**src/rtl/gemm_pkg.sv**
```systemverilog
// Shared definitions for the GeMM result drain: default tile geometry and drain FSM states.
package gemm_pkg;

  localparam int unsigned GemmOutDataWidth = 32;
  localparam int unsigned GemmNumPeM       = 4;
  localparam int unsigned GemmNumPeN       = 4;

  localparam int unsigned BeatWidth    = GemmNumPeN * GemmOutDataWidth;
  localparam int unsigned BeatIdxWidth = $clog2(GemmNumPeM);

  typedef enum logic {
    IDLE,
    SEND
  } drain_state_e;

endpackage

```
**src/rtl/gemm_tile_fifo.sv**
```systemverilog
// Generic synchronous FIFO with wrap-around pointers, occupancy count and full/empty flags.
module gemm_tile_fifo #(
  parameter int unsigned Width = 8,
  parameter int unsigned Depth = 2
) (
  input  logic                       clk_i,
  input  logic                       rst_i,
  input  logic                       push_i,
  input  logic                       pop_i,
  input  logic [Width-1:0]           wdata_i,
  output logic [Width-1:0]           rdata_o,
  output logic                       full_o,
  output logic                       empty_o,
  output logic [$clog2(Depth+1)-1:0] count_o
);

  localparam int unsigned PtrW = (Depth > 1) ? $clog2(Depth) : 1;
  localparam int unsigned CntW = $clog2(Depth + 1);
  localparam logic [PtrW-1:0] LastPtr = PtrW'(Depth - 1);

  logic [Width-1:0] mem_q [Depth];
  logic [PtrW-1:0]  wr_ptr_q;
  logic [PtrW-1:0]  rd_ptr_q;
  logic [CntW-1:0]  count_q;
  logic             do_push;
  logic             do_pop;

  always_comb begin
    full_o  = (count_q == CntW'(Depth));
    empty_o = (count_q == '0);
    do_push = push_i && !full_o;
    do_pop  = pop_i && !empty_o;
    rdata_o = mem_q[rd_ptr_q];
    count_o = count_q;
  end

  always_ff @(posedge clk_i) begin
    if (do_push) begin
      mem_q[wr_ptr_q] <= wdata_i;
    end
  end

  always_ff @(posedge clk_i or posedge rst_i) begin
    if (rst_i) begin
      wr_ptr_q <= '0;
      rd_ptr_q <= '0;
      count_q  <= '0;
    end else begin
      if (do_push) begin
        wr_ptr_q <= (wr_ptr_q == LastPtr) ? '0 : wr_ptr_q + PtrW'(1);
      end
      if (do_pop) begin
        rd_ptr_q <= (rd_ptr_q == LastPtr) ? '0 : rd_ptr_q + PtrW'(1);
      end
      case ({do_push, do_pop})
        2'b10:   count_q <= count_q + CntW'(1);
        2'b01:   count_q <= count_q - CntW'(1);
        default: count_q <= count_q;
      endcase
    end
  end

endmodule

```
**src/rtl/gemm_c_drain.sv**
```systemverilog
// Buffers whole GeMM output tiles and serializes each into row beats for the C memory port.
module gemm_c_drain
  import gemm_pkg::*;
#(
  parameter int unsigned OutDataWidth = GemmOutDataWidth,
  parameter int unsigned NumPE_M      = GemmNumPeM,
  parameter int unsigned NumPE_N      = GemmNumPeN,
  parameter int unsigned AddrWidth    = 16,
  parameter int unsigned FifoDepth    = 2
) (
  input  logic                                    clk_i,
  input  logic                                    rst_i,
  input  logic                                    tile_valid_i,
  output logic                                    tile_ready_o,
  input  logic [NumPE_M*NumPE_N*OutDataWidth-1:0] tile_data_i,
  input  logic [AddrWidth-1:0]                    tile_addr_i,
  output logic                                    mem_valid_o,
  input  logic                                    mem_ready_i,
  output logic [AddrWidth-1:0]                    mem_addr_o,
  output logic [NumPE_N*OutDataWidth-1:0]         mem_wdata_o,
  output logic                                    busy_o,
  output logic                                    overflow_o,
  output logic [AddrWidth-1:0]                    tile_count_o
);

  localparam int unsigned RowW   = NumPE_N * OutDataWidth;
  localparam int unsigned TileW  = NumPE_M * RowW;
  localparam int unsigned IdxW   = $clog2(NumPE_M);
  localparam int unsigned EntryW = AddrWidth + TileW;
  localparam int unsigned CntW   = $clog2(FifoDepth + 1);
  localparam logic [IdxW-1:0] LastBeat = IdxW'(NumPE_M - 1);

  drain_state_e         state_q;
  logic [IdxW-1:0]      beat_q;
  logic                 ready_en_q;
  logic                 busy_q;
  logic                 overflow_q;
  logic [AddrWidth-1:0] tile_count_q;

  logic                 push;
  logic                 pop;
  logic                 last_beat;
  logic                 more_after_pop;
  logic                 fifo_full;
  logic                 fifo_empty;
  logic [CntW-1:0]      fifo_count;
  logic [EntryW-1:0]    head;
  logic [TileW-1:0]     head_data;
  logic [AddrWidth-1:0] head_addr;
  logic [RowW-1:0]      head_row;

  gemm_tile_fifo #(
    .Width(EntryW),
    .Depth(FifoDepth)
  ) u_tile_fifo (
    .clk_i  (clk_i),
    .rst_i  (rst_i),
    .push_i (push),
    .pop_i  (pop),
    .wdata_i({tile_addr_i, tile_data_i}),
    .rdata_o(head),
    .full_o (fifo_full),
    .empty_o(fifo_empty),
    .count_o(fifo_count)
  );

  always_comb begin
    tile_ready_o   = ready_en_q && !fifo_full;
    push           = tile_valid_i && tile_ready_o;
    last_beat      = (beat_q == LastBeat);
    pop            = (state_q == SEND) && mem_ready_i && last_beat;
    more_after_pop = (fifo_count > CntW'(1)) || push;
    head_data      = head[TileW-1:0];
    head_addr      = head[EntryW-1 -: AddrWidth];
    head_row       = '0;
    for (int unsigned r = 0; r < NumPE_M; r++) begin
      if (beat_q == IdxW'(r)) begin
        head_row = head_data[r*RowW +: RowW];
      end
    end
  end

  // Address and data are zeroed whenever no beat is offered so that reset and idle look identical.
  always_comb begin
    mem_valid_o  = (state_q == SEND);
    mem_addr_o   = '0;
    mem_wdata_o  = '0;
    if (mem_valid_o) begin
      mem_addr_o  = (head_addr << IdxW) + AddrWidth'(beat_q);
      mem_wdata_o = head_row;
    end
    busy_o       = busy_q;
    overflow_o   = overflow_q;
    tile_count_o = tile_count_q;
  end

  always_ff @(posedge clk_i or posedge rst_i) begin
    if (rst_i) begin
      state_q      <= IDLE;
      beat_q       <= '0;
      ready_en_q   <= 1'b0;
      busy_q       <= 1'b0;
      overflow_q   <= 1'b0;
      tile_count_q <= '0;
    end else begin
      ready_en_q <= 1'b1;
      if (tile_valid_i && !tile_ready_o) begin
        overflow_q <= 1'b1;
      end
      case (state_q)
        // Entering SEND on the push edge itself gives a valid beat in the very next cycle.
        IDLE: begin
          beat_q <= '0;
          if (!fifo_empty || push) begin
            state_q <= SEND;
            busy_q  <= 1'b1;
          end
        end
        SEND: begin
          if (mem_ready_i) begin
            if (last_beat) begin
              beat_q       <= '0;
              tile_count_q <= tile_count_q + AddrWidth'(1);
              if (!more_after_pop) begin
                state_q <= IDLE;
                busy_q  <= 1'b0;
              end
            end else begin
              beat_q <= beat_q + IdxW'(1);
            end
          end
        end
        default: state_q <= IDLE;
      endcase
    end
  end

endmodule
```
**config.mk**
```make
export PLATFORM = sky130hd
export DESIGN_NAME = gemm_c_drain
export DESIGN_NICKNAME = d
export VERILOG_FILES = /design/src/rtl/gemm_pkg.sv /design/src/rtl/gemm_tile_fifo.sv /design/src/rtl/gemm_c_drain.sv
export SDC_FILE = /design/constraint.sdc
export NUM_CORES = 1
export LEC_CHECK = 0
export CAP_MARGIN = 20
export CORE_ASPECT_RATIO = 1.25
export CORE_MARGIN = 3
export CORE_UTILIZATION = 23
export CTS_CLUSTER_DIAMETER = 40
export DETAILED_ROUTE_END_ITERATION = 10
export DONT_BUFFER_PORTS = 1
export PLACE_DENSITY = 0.42
export SLEW_MARGIN = 15
export SYNTH_ARGS = -nofsm -noshare
export SYNTH_HDL_FRONTEND = slang
export SYNTH_SLANG_ARGS = --single-unit
```
**constraint.sdc**
```tcl
create_clock -name clk_i -period 41 [get_ports clk_i]
set_input_delay 8.2 -clock clk_i [delete_from_list [all_inputs] [get_ports clk_i]]
set_output_delay 8.2 -clock clk_i [all_outputs]
set_load 0.05 [all_outputs]
```
# Word-level counts from Yosys, hierarchy flattened
# Memories as Yosys holds them, arrays and structs flattened.
# Index checks and enable logic that the tools add are counted.
dict set report word_totals {
  ff_bits 26
  mem_bits_rw 1056
  in_bits 532
  output_inout_bits 164
  wordCells 70
  memories 1
}
# name words width read_ports rd_clocked_by_memory_dff write_ports line
set memory_table {}
lappend memory_table {u_tile_fifo.mem_q 2 528 1 0 1 gemm_tile_fifo.sv:21} ;# logic [Width-1:0] mem_q [Depth];
dict set report classes {
  add_sub_neg 7
  n_lt_le_gt_ge 1
  eq_ne 10
  muxes 24
  bitwise 1
  reduce_logical 17
}
# op n
set op_table {}
lappend op_table {{$mux W128} 5}
lappend op_table {{$add A16 B1 Y16 const B} 1}
lappend op_table {{$add A16 B2 Y16} 1}
lappend op_table {{$mux W16} 1}
lappend op_table {{$mux W1} 12}
lappend op_table {{$eq A2 B2 Y1 const B} 4}
lappend op_table {{$pmux W2 S2} 2}
lappend op_table {{$logic_and A1 B1 Y1} 7}
lappend op_table {{$ne A2 B2 Y1 const B} 3}
lappend op_table {{$add A2 B1 Y2 const B} 2}
lappend op_table {{$eq A2 B1 Y1 const B} 2}
lappend op_table {{$logic_not A2 Y1} 2}
lappend op_table {{$mux W2} 2}
lappend op_table {{$pmux W1 S2} 2}
lappend op_table {{$reduce_and A4 Y1} 1}
lappend op_table {{$logic_not A1 Y1} 3}
lappend op_table {{$reduce_and A3 Y1} 1}
lappend op_table {{$add A1 B1 Y1 const B} 2}
lappend op_table {{$gt A2 B1 Y1 const B} 1}
lappend op_table {{$logic_or A1 B1 Y1} 2}
lappend op_table {{$ne A2 B1 Y1 const B} 1}
lappend op_table {{$reduce_bool A2 Y1} 1}
lappend op_table {{$sub A2 B1 Y2 const B} 1}
lappend op_table {{$not A1 Y1} 1}

# Longest topological paths before layout
dict set report depth {
  depth_word 9
  depth_mapped 8
  depth_no_buf 7
}

# Cells and area by module
# From an unflattened synthesis, not the netlist that was laid out.
dict set report hier_totals {
  cells_unflattened 2371
  area_unflattened_um2 43553.0
}
# mod instances cells_each area_per_inst_um2 seq_area_each_um2
set modules_own_cells {}
lappend modules_own_cells {gemm_tile_fifo 1 1662 38508.2 31810.5}
lappend modules_own_cells {gemm_c_drain 1 709 5044.8 550.5}

# Worst setup path before layout
# Ideal clock, no wire load.
dict set report synth_path {
  path_kind {input to register}
  start {in tile_valid_i}
  end {mem u_tile_fifo.mem_q[0][0] in the netlist's numbering, enable pin}
  setup_ps 1431
  t_arrival_ps 30208
  required_time_ps 39569
  path_slack_ps 9362
  path_stages 2
  n_path_buf 0
  cell_sequence {nand2_1 nor2_1}
}
dict set report synth_via {
  elab_chain_len 4
}
# element line
set synth_lines {}
lappend synth_lines {{start: declaration} gemm_c_drain.sv:13} ;# input logic tile_valid_i,
lappend synth_lines {{$logic_and A1 B1 Y1} gemm_c_drain.sv:69} ;# push = tile_valid_i && tile_ready_o;
lappend synth_lines {{$logic_and A1 B1 Y1} gemm_tile_fifo.sv:31} ;# do_push = push_i && !full_o;
lappend synth_lines {{$mux W1} gemm_tile_fifo.sv:38} ;# if (do_push) begin
lappend synth_lines {{$mux W1 (not written as such)} gemm_tile_fifo.sv:39} ;# mem_q[wr_ptr_q] <= wdata_i;
lappend synth_lines {{end: declaration} gemm_tile_fifo.sv:21}
# No other way between the ends.

# Final worst setup path
dict set report layout_path {
  start {reg u_tile_fifo.rd_ptr_q}
  end {out mem_wdata_o[83]}
}
dict set report layout_via {
  elab_chain_len 6
}
# element line
set layout_lines {}
lappend layout_lines {{start: declaration} gemm_tile_fifo.sv:23} ;# logic [PtrW-1:0] rd_ptr_q;
lappend layout_lines {{start signal: assignment} gemm_tile_fifo.sv:53} ;# rd_ptr_q <= (rd_ptr_q == LastPtr) ? '0 : rd_ptr_q + PtrW'(1);
lappend layout_lines {{$mem_v2 Z2 W528 *} -}
lappend layout_lines {{$mux W128 (3 in series)} gemm_c_drain.sv:77} ;# if (beat_q == IdxW'(r)) begin
lappend layout_lines {{$mux W128 *} gemm_c_drain.sv:77}
lappend layout_lines {{$mux W128 *} gemm_c_drain.sv:88} ;# if (mem_valid_o) begin
lappend layout_lines {{end: declaration} gemm_c_drain.sv:20} ;# output logic [NumPE_N*OutDataWidth-1:0] mem_wdata_o,
# Mark *: on every way between the ends. The rest lies on a longest branch, timed or not.

==> run metrics <==
run status complete, no violations; GRT Residual Overflow 0; combinational share of power 0.368; GR Util All Layers 0.122; H-Tree Depth 4; Worst Hold End u_tile_fifo.count_o[0]; Starting Density 0.232; Tcrit/Tclk final 0.336; Crit Reg-Reg Startpoint u_tile_fifo.count_o[0]; Distinct cells, synth 35; RR Endpoint u_tile_fifo.mem_q[0][80]; post-synth top area share 0.748; Area contributors post-synth edfxtp_1 (75%), mux2i_1 (6.5%), a22oi_1 (4.6%); Int Power 2.57 mW; vias in the first global route around 23,000; Routed WL per cell 23.4 microns; Cell Rows 175; Total Wirelength 118,000 microns; CP Max Fanout 86; setup ws final 27.23 ns; CTS tree yes; Most common cell on crit path buf_4; switching pwr 1.80 mW; Pwr Density 86.0 nW/um^2; vias post-DR roughly 22,000; Post-synth EDFFs 1,052; Post-Synthesis Cells 2,364; DR pass1 iterations 5; synthesized area around 42,000 sq um; dominant synthesized flop cell edfxtp_1; slowest CP cell dfrtp_4; post-synthesis sequential area ratio 0.764; Net Count, Synth approximately 2,900; hold-critical path depth 1; Avg Inst Size Synth ~18 sq um; share of post-route cells with drive strength above 1 0.192; Vert. Die Dim 485 microns; most frequent cell after synthesis edfxtp_1; Max Cap Violations 0; first-pass GRT wire length 166,000 microns; Slew Limit Headroom 0.201; Least-Margin Pin Slew between 1 and 1.5 ns; clk sinks 1,078; Reg power frac 0.326; Setup WS pre-CTS 27.86 ns; antenna-violating nets left 0; R2R depth 10; Die Width 389 microns; Layout Nets 3,006; RSZ-0062 raised after global routing no; Final Skew 0.0308 ns; setup_tns 0 ns; DRC Markers 0; num ports 696; top cells by count, synth edfxtp_1 (1,052), mux2i_1 (272), a22oi_1 (256); Sw Ratio 0.412; WS Path Type register to primary output; slack of the worst reg-to-reg path approximately 36 ns; initial antenna violation count 58; Tmin final 13.77 ns; largest area contributor in the netlist edfxtp_1; HPWL after DPL 78,200 microns; HP Class register to register; port bufs 0; synthesis-to-finish area growth 20.4%; M3 GR Usage 0.0921; max frequency 0.0726 GHz; cts hold-fix bufs 0; largest net degree at the start of global routing 138; Worst Path Required approximately 33 ns; crit-path max cell delay 0.98 ns; crit-path cells buf_4, buf_12, buf_4, mux2i_1, a22oi_1, nand2_1, a21oi_1; placed cell areas 45,300 sq um; hold path startpoint u_tile_fifo.count_o[0]; CP arrival between 5 and 6 ns; CTS Buf Count 154; Reg clk slew, reported paths ~0.05 ns; leakage between 15 and 20 nW; GP Congestion around 0.78; CTS max path bufs 3; clock power share 0.305; core box area 182,000 sq um; M1 GR Usage 0.121; critical path launch point type register; via/cell ratio 4.27; final instance area 50,800 sq um; Critical Path Sink Type primary output; post-cts resize count 0; clock root buffer clkbuf_16; Post-CTS Setup Repair Bufs 0; non-filler cells, final 5,036; Finish-stage setup viols 0; DRT iter0 DRCs 1,083; Slew Limit Fails 0; Power, Total approximately 4.4 mW; fraction of registers with async set/reset 0.0241; GR peak layer met2; Clock Latency Late Sink 0.78 ns; die area 189,000 sq um; synthesized flop and latch total 1,078; maximum VDD drop 0.0546 mV; final hold violations 0; met2 usage 0.194; Synth Warn # 0; placed cell count 4,697
-- power by group through the flow --
stage	clock network (mW)	registers (mW)	logic [mW]
final	1.33	1.43	1.61
after global routing	1.42	1.44	1.72
after CTS	1.37	1.43	1.65
after detailed placement	0	1.45	1.65
after global placement	0	1.44	1.62
after floorplan	0	1.53	1.21
-- stage by stage --
stage,hold WS (ns),util
6_report,0.520,0.279
5_1_grt,0.531,0.278
4_1_cts,0.522,0.278
3_5_place_dp,0.515,0.249
3_3_place_gp,0.491,0.248
2_1_floorplan,0.461,-
-- layout make-up --
class / count / area [sq um]
antenna: 51 / 128
clock buffer: 167 / 3920
tap: 2389 / 2990
fill: 18100 / 131000
multi-input combinational: 1132 / 9360
timing repair buffer: 91 / 731
inverter: 8 / 30.0
clock inverter: 120 / 1410
sequential: 1078 / 32200
-- cells by family after synthesis --
| group | synth area share |
|---|---|
| other | 0.0000889 |
| buffers and inverters | 0.0159 |
| multiplexers | 0.133 |
| flip-flops | 0.764 |
| adder cells (fa/ha/maj) | 0.00267 |
| AND/OR/NAND/NOR | 0.0191 |
| AO/OA/AOI/OAI | 0.0616 |
| XOR/XNOR | 0.00394 |
-- worst max-delay path by stage --
stage,slack (ns),endpoint,startpoint,depth (start not counted)
CTS,26.98,mem_wdata_o[93],u_tile_fifo.rd_ptr_q,7
floorplan,9.36,u_tile_fifo.mem_q[0][0],tile_valid_i,2
finish,27.23,mem_wdata_o[83],u_tile_fifo.rd_ptr_q,7
detailed placement,27.86,mem_wdata_o[93],u_tile_fifo.rd_ptr_q,7
global placement,27.92,mem_wdata_o[93],u_tile_fifo.rd_ptr_q,7
global route,26.81,mem_wdata_o[93],u_tile_fifo.rd_ptr_q,7
-- layer usage --
metal	share of wire	vias up
met1	0.35	10700
met5	0.0028	-
li1	-	9683
met4	0.025	48
met2	0.46	853
met3	0.17	203
-- worst max-delay path, delay by kind of cell, from the launching register on --
kind	cells	cell delay, ns
AO/OA/AOI/OAI	2	1.15
multiplexers	1	0.17
AND/OR/NAND/NOR	1	0.08
buffers and inverters	3	2.13
flip-flops	1	0.98
-- cells in the final DEF, fill, tap and decap left out, types with 12 or more instances in the layout --
cell	netlist	layout
edfxtp_1	1052	1052
mux2i_1	272	272
a22oi_1	256	256
clkbuf_16	0	155
nand2_1	137	137
mux2_2	132	132
a21oi_1	129	128
mux2_1	124	124
buf_4	6	86
diode_2	0	51
inv_6	0	25
dfrtp_1	26	24
nor2b_1	21	19
clkinvlp_4	0	18
xnor2_1	14	14
clkinv_1	1	14
clkinv_2	0	13
inv_8	0	13
bufinv_16	0	13
clkbuf_1	68	12
clkinv_4	0	12
-- flip-flops by register name, indices dropped and copies added, names as in the netlist, 2 cells and up --
register             count
tile_count_o            16
beat_q                   2
u_tile_fifo.mem_q     1052
u_tile_fifo.count_o      2
(Power assumes the default switching activity.)
